## config.mk

```make
export PLATFORM = sky130hd
export DESIGN_NAME = fabric_ccff_loader
export DESIGN_NICKNAME = d
export VERILOG_FILES = /design/src/rtl/fabric_ccff_loader.sv
export SDC_FILE = /design/constraint.sdc
export NUM_CORES = 1
export LEC_CHECK = 0
export ABC_AREA = 1
export CAP_MARGIN = 0
export CORE_MARGIN = 2
export CORE_UTILIZATION = 45
export DETAILED_ROUTE_END_ITERATION = 16
export PLACE_DENSITY_LB_ADDON = 0.3
export SETUP_SLACK_MARGIN = 0.1
export SYNTH_ARGS = -nofsm -noshare
export SYNTH_HDL_FRONTEND = slang
export SYNTH_SLANG_ARGS = --single-unit
```

## constraint.sdc

```tcl
create_clock -name prog_clk -period 2 [get_ports prog_clk]
set_clock_uncertainty 0.2 [all_clocks]
set_input_delay 0.2 -clock prog_clk [delete_from_list [all_inputs] [get_ports prog_clk]]
set_output_delay 0.2 -clock prog_clk [all_outputs]
set_load 0.02 [all_outputs]
```

## src/rtl/fabric_ccff_loader.sv

```systemverilog
// Configuration-chain writer: takes bitstream words over valid/ready and
// shifts them LSB first into the tile CCFF chain, then checks the chain tail.
module fabric_ccff_loader #(
    parameter int unsigned CHAIN_LEN = 256,
    parameter int unsigned WORD_W    = 8
) (
    input  logic              prog_clk,
    input  logic              prog_reset_n,
    input  logic              start,
    input  logic [WORD_W-1:0] word_in,
    input  logic              word_valid,
    output logic              word_ready,
    output logic              ccff_head,
    output logic              chain_shift_en,
    input  logic              ccff_tail,
    output logic              busy,
    output logic              cfg_done,
    output logic              cfg_error
);
    localparam int unsigned NWORDS = (CHAIN_LEN + WORD_W - 1) / WORD_W;
    localparam int unsigned CW     = $clog2(CHAIN_LEN + 1);
    localparam int unsigned BW     = $clog2(WORD_W + 1);
    localparam logic [CW-1:0] LEN_C  = CW'(CHAIN_LEN);
    localparam logic [CW-1:0] LAST_C = CW'(CHAIN_LEN - 1);
    localparam logic [CW-1:0] NW_C   = CW'(NWORDS);
    localparam logic [BW-1:0] WW_C   = BW'(WORD_W);
    localparam logic [BW-1:0] ONE_C  = BW'(1);

    typedef enum logic [2:0] {IDLE, LOAD, CHECK, DONE, ERR} state_e;

    state_e            state_q, state_d;
    logic [WORD_W-1:0] wbuf_q, wbuf_d;
    logic [BW-1:0]     bits_left_q, bits_left_d;
    logic [CW-1:0]     shift_cnt_q, shift_cnt_d;
    logic [CW-1:0]     words_acc_q, words_acc_d;
    logic              first_bit_q, first_bit_d;
    logic              shift, accept;

    always_ff @(posedge prog_clk or negedge prog_reset_n) begin
        if (!prog_reset_n) begin
            state_q     <= IDLE;
            wbuf_q      <= '0;
            bits_left_q <= '0;
            shift_cnt_q <= '0;
            words_acc_q <= '0;
            first_bit_q <= 1'b0;
        end else begin
            state_q     <= state_d;
            wbuf_q      <= wbuf_d;
            bits_left_q <= bits_left_d;
            shift_cnt_q <= shift_cnt_d;
            words_acc_q <= words_acc_d;
            first_bit_q <= first_bit_d;
        end
    end

    always_comb begin
        shift          = (state_q == LOAD) && (bits_left_q != '0) && (shift_cnt_q < LEN_C);
        word_ready     = (state_q == LOAD) && (bits_left_q <= ONE_C) && (words_acc_q < NW_C);
        accept         = word_ready && word_valid;
        chain_shift_en = shift;
        ccff_head      = shift && wbuf_q[0];
        busy           = (state_q == LOAD) || (state_q == CHECK);
        cfg_done       = (state_q == DONE);
        cfg_error      = (state_q == ERR);

        state_d     = state_q;
        wbuf_d      = wbuf_q;
        bits_left_d = bits_left_q;
        shift_cnt_d = shift_cnt_q;
        words_acc_d = words_acc_q;
        first_bit_d = first_bit_q;

        case (state_q)
            IDLE, DONE, ERR: begin
                if (start) begin
                    state_d     = LOAD;
                    wbuf_d      = '0;
                    bits_left_d = '0;
                    shift_cnt_d = '0;
                    words_acc_d = '0;
                end
            end
            LOAD: begin
                if (shift) begin
                    wbuf_d      = wbuf_q >> 1;
                    bits_left_d = bits_left_q - 1'b1;
                    shift_cnt_d = shift_cnt_q + 1'b1;
                    if (shift_cnt_q == '0) begin
                        first_bit_d = wbuf_q[0];
                    end
                end
                // A reload on the last bit's edge overrides the decrement: no bubble.
                if (accept) begin
                    wbuf_d      = word_in;
                    bits_left_d = WW_C;
                    words_acc_d = words_acc_q + 1'b1;
                end
                if (shift && (shift_cnt_q == LAST_C)) begin
                    state_d     = CHECK;
                    bits_left_d = '0;
                end
            end
            CHECK: begin
                state_d = (ccff_tail == first_bit_q) ? DONE : ERR;
            end
            default: state_d = IDLE;
        endcase
    end
endmodule

```

**Word level (Yosys, flattened, before mapping)**

Index checks and enable logic that the tools add are counted.

- Bits in registers: 34
- Bits of input ports: 13
- Output and inout port bits: 6
- Logic and storage cells: 61

- Add/sub/neg operators: 3
- Magnitude comparators: 3
- Equality and inequality tests: 12
- Mux-type cells: 18
- Reduce and logical (&&, ||, !) cells: 19

Operators by type and width:

| cell | number |
|---|---|
| $pmux 9 s2 | 2 |
| $mux 9 | 3 |
| $mux 8 | 3 |
| $add 9x1->9 const B | 2 |
| $mux 4 | 4 |
| $pmux 8 s2 | 1 |
| $reduce_and 3->1 | 5 |
| $eq 9x8->1 const B | 1 |
| $logic_not 9->1 | 1 |
| $lt 9x6->1 const B | 1 |
| $lt 9x9->1 const B | 1 |
| $mux 3 | 3 |
| $pmux 3 s3 | 1 |
| $pmux 4 s2 | 1 |
| $logic_and 1x1->1 | 7 |
| $eq 3x2->1 const B | 2 |
| $ne 2x2->1 const B | 3 |
| $le 4x1->1 const B | 1 |
| $ne 4x3->1 const B | 1 |
| $reduce_bool 4->1 | 1 |
| $sub 4x1->4 const B | 1 |
| $eq 3x1->1 const B | 1 |
| $eq 3x3->1 const B | 1 |
| $logic_not 3->1 | 1 |
| other kinds (7) | 7 |

**Depth between registers and ports, before layout**

- Depth after elaboration: 7
- Depth in mapped cells: 13

**Least setup slack after synthesis**

Ideal clock, no wire load.

- Kind: reg-to-output
- From: register bits_left_q[0]
- To: output port ccff_head
- Arrival: 1.468 ns
- Required time: 1.600 ns
- Setup slack: 0.132 ns
- Cell stages (with the launch flop): 8
- Path through: dfrtp_1 -> inv_1 -> ha_1 -> nand2_1 -> nand2_2 -> nor2_2 -> inv_1 -> nor2_1

- Longest elaborated chain between the ends: 4

RTL lines:

| element | RTL line | RTL |
|---|---|---|
| start, declared | 33 | `logic [BW-1:0] bits_left_q, bits_left_d;` |
| start signal, assigned | 50 | `bits_left_q <= bits_left_d;` |
| $reduce_bool 4->1 | 58 | `shift = (state_q == LOAD) && (bits_left_q != '0) && (shift_cnt_q < LEN_C);` |
| $logic_and 1x1->1 (2 in series) | 58 |  |
| named net chain_shift_en | 14 | `output logic chain_shift_en,` |
| $logic_and 1x1->1 | 62 | `ccff_head = shift && wbuf_q[0];` |
| end, declared | 13 | `output logic ccff_head,` |

The timed path passes the listed nets, and every way through them passes these cells.

**Final worst setup path**

- From: register bits_left_q[0]
- To: register wbuf_q[5]

- Longest elaborated chain between the ends: 6
- Elaborated cells between the ends (all ways): 11
- Those cells by class: order compare (1); eq/ne (1); mux (2); reduce/logical (7)

RTL lines:

| element | RTL line | RTL |
|---|---|---|
| $le 4x1->1 | 59 | `word_ready = (state_q == LOAD) && (bits_left_q <= ONE_C) && (words_acc_q < NW_C);` |
| $logic_and 1x1->1 (2 in series) | 59 |  |
| $logic_and 1x1->1 | 60 | `accept = word_ready && word_valid;` |
| $ne 3x3->1 (no source line) or $mux 8 (tied branches) | n/a |  |
| $reduce_and 3->1 (no source line) or $pmux 8 s2 (tied branches) | n/a |  |
| end signal, assigned | 49 | `wbuf_q <= wbuf_d;` |
| end, declared | 32 | `logic [WORD_W-1:0] wbuf_q, wbuf_d;` |

Parallel ways exist; a longest one is shown, timed or not.
A chain may end at the register's enable or synchronous reset.

==> results.cfg <==
[outcome]
outcome = finished, final reports clean

[drt]
dr_total_vias = 1898
firstDrtPassIters = 4
ant_nets = 0
routedWlPerCell_um = 11.7
wl_mm = 4.57
drtIter0Drc = 89
viasPerCell = 4.85
route.detailed.drc = 0

[placed_design]
place.port_buffers = 18
dp.cells = 374
gp_congestion = 0.833
place_ws_ns = -0.0762
hpwl_mm = 3.34
placed_area_um2 = 2490

[worst_setup_path]
crit_top_cell = nand2_1
critical-path-slowest-cell = dfrtp_1
cp-end-kind = flip-flop
cp.buffers_inverters = 4
path_max_fanout = 8
cp_slowest_stage_delay_ns = 0.40
critPathLaunchType = flip-flop
critical_path.cell_chain = inv_2 > ha_2 > inv_1 > nand2_1 > nand2_2 > buf_4 > nor2_8 > nand3_4 > buf_6 > nand2_1 > nand3_1 > nand2_1
cp.arrival_ns = 1.88
crit_family = simple AND/OR/NAND/NOR gates
path_class = reg -> reg
critPathRequiredTime_ns = 2.02

[power]
seqPwrFrac_pct = 26.1
p_sw_mw = 1.76
p_clk_share_pct = 13.6
p_comb_share_pct = 60.3
switching_share_pct = 45.5
p_per_area_nw_per_um2 = 1440
peakVddDrop_mv = 0.736
internal-power_mw = 2.11
power.leakage_nw = 1.43

[logic_synthesis]
ys_seq_area_share_pct = 40.3
syn_area_per_cell_um2 = 7.39
syn_inst = 286
yosys_warnings = 0
yosys_register_bits = 34
ys_types = 27
syn_area_um2 = 2110
synth_fp_nets = 306

[global_routing]
grt_max_degree = 35
grt.overflow.total = 0
track_usage_pct = 18.9
antenna_found_initial = 0
first_global_vias = 1747
grt_first_pass_wirelength_mm = 7.69

[floorplanning]
io_pins = 19
die_area_um2 = 5260
initial_core_util_pct = 47.6
die_w_um = 72.5
die_height_um = 72.5
placementRows = 24
core_area_um2 = 4440

[cts]
clkLatencyLatePin_ns = 0.29
cts-root-buf = clkbuf_8
htree_num_levels = 2
ctsHoldBuffers = 0
clock_sinks = 34
clockBufferDepth = 2
numCtsBuffers = 5
path_clk_slew_ns = 0.07
cts_tree = built

[final_layout]
nNetsFinal = 358
final_util_pct = 60.5
layout_common_cells = 80 x nand2_1, 42 x inv_1, 34 x dfrtp_1
n_fill_cell = 424
area_growth_pct = 27.3
stdcell_area_um2 = 2690
diodes = 0
layout_commonest_cell = nand2_1
stdcell_count = 391
drive_above_1_share_pct = 23.6

[sta]
rsz0062_at_grt = yes
final-max-slew-violation-count = 0
finalHoldViolCount = 0
clock.fmax_mhz = 538
setup_viol = 0
slew_headroom_pct = 70.5
period_needed_ns = 1.86
layout_setup_ws_ns = 0.143
worst_pin_slew_ns = 0.443
fin_crit_sh_pct = 92.9
setup-tns-final_ns = 0

[min_path]
hold_class = in -> async

[flow_run]
cap_violations = 0
==> sequential cells by signal (all words and copies together), names as in the netlist <==
name and flops:
shift_cnt_q 9, words_acc_q 9, wbuf_q 8, bits_left_q 4
state_q 3, first_bit_q 1
==> area by class of cell <==
class | count | area [µm²] | share of cell area, %
multi-input cells | 194 | 1070 | 39.6
flip-flops and latches | 34 | 851 | 31.6
repair buffers | 50 | 410 | 15.3
inverters | 53 | 206 | 7.67
clock buffers | 7 | 86.3 | 3.21
well taps | 52 | 65.1 | 2.42
clock inverters | 1 | 5.00 | 0.186
==> Yosys cell counts <==
library cell	n	area, µm²
o21ai_1	4	20.0
nand4_1	14	87.6
inv_2	4	15.0
o21ai_0	12	60.1
nand2_1	85	319
inv_1	48	180
nor2_2	4	25.0
nor2_1	19	71.3
clkinv_4	1	8.76
nor2_8	1	20.0
nand3_4	2	35.0
buf_2	2	10.0
a21oi_2	1	8.76
nand2_2	4	25.0
dfrtp_1	34	851
xor2_1	6	52.6
ha_1	7	87.6
a21oi_1	1	5.00
buf_4	1	7.51
nor3_1	6	30.0
nand3_2	1	10.0
buf_6	2	22.5
nand3_1	21	105
o32ai_1	1	8.76
nand2_4	3	33.8
o21bai_1	1	7.51
and2_1	1	6.26
==> stage by stage <==
step	total power, mW	hold slack (ns)
6_report	3.87	0.120
5_1_grt	4.21	0.168
4_1_cts	3.65	0.134
3_5_place_dp	3.09	0.261
3_3_place_gp	3.05	0.256
2_1_floorplan	2.38	-0.296
==> routing by layer <==
metal  vias to the layer above  track usage, %  share of wire (%)
li1                        998               -                  -
met1                       864            24.9                 48
met2                        32            30.6                 47
met3                         4            4.58                3.6
met4                         0            5.97                1.0
met5                         -               0                  0
==> final timing paths <==
path / start / end / slack (ns) / depth (start not counted)
max: bits_left_q[0] / wbuf_q[5] / 0.14 / 12
min: prog_reset_n / state_q[2] / 0.12 / 2
max reg2reg: bits_left_q[0] / wbuf_q[5] / 0.14 / 12
min reg2reg: wbuf_q[2] / wbuf_q[2] / 0.27 / 2
max in group asynchronous: prog_reset_n / wbuf_q[5] / 1.16 / 2
min in group prog_clk: wbuf_q[2] / wbuf_q[2] / 0.27 / 2
==> power groups by stage <==
stage | Sequential (mW) | Clock, mW | Combinational [mW]
2_1_floorplan | 1.00 | 0 | 1.38
3_3_place_gp | 0.999 | 0 | 2.05
3_5_place_dp | 1.01 | 0 | 2.08
4_1_cts | 1.00 | 0.547 | 2.10
5_1_grt | 1.03 | 0.570 | 2.61
6_report | 1.01 | 0.526 | 2.33
==> kinds of logic after synthesis <==
group / count (synthesis) / synth area share [%]
fa+ha+maj: 7 / 4.14
xor+xnor: 6 / 2.49
buf+inv: 58 / 11.5
flops: 34 / 40.3
simple gates: 161 / 36.4
compound gates: 20 / 5.21
==> repair_timing <==
item / in CTS / in global routing
resized for setup: 24 / 22
setup endpoints to repair: 25 / 26
buffers inserted: 3 / 6
gates cloned: 0 / 0
pin swaps: 2 / 11
Power figures use the tool's default switching activity.
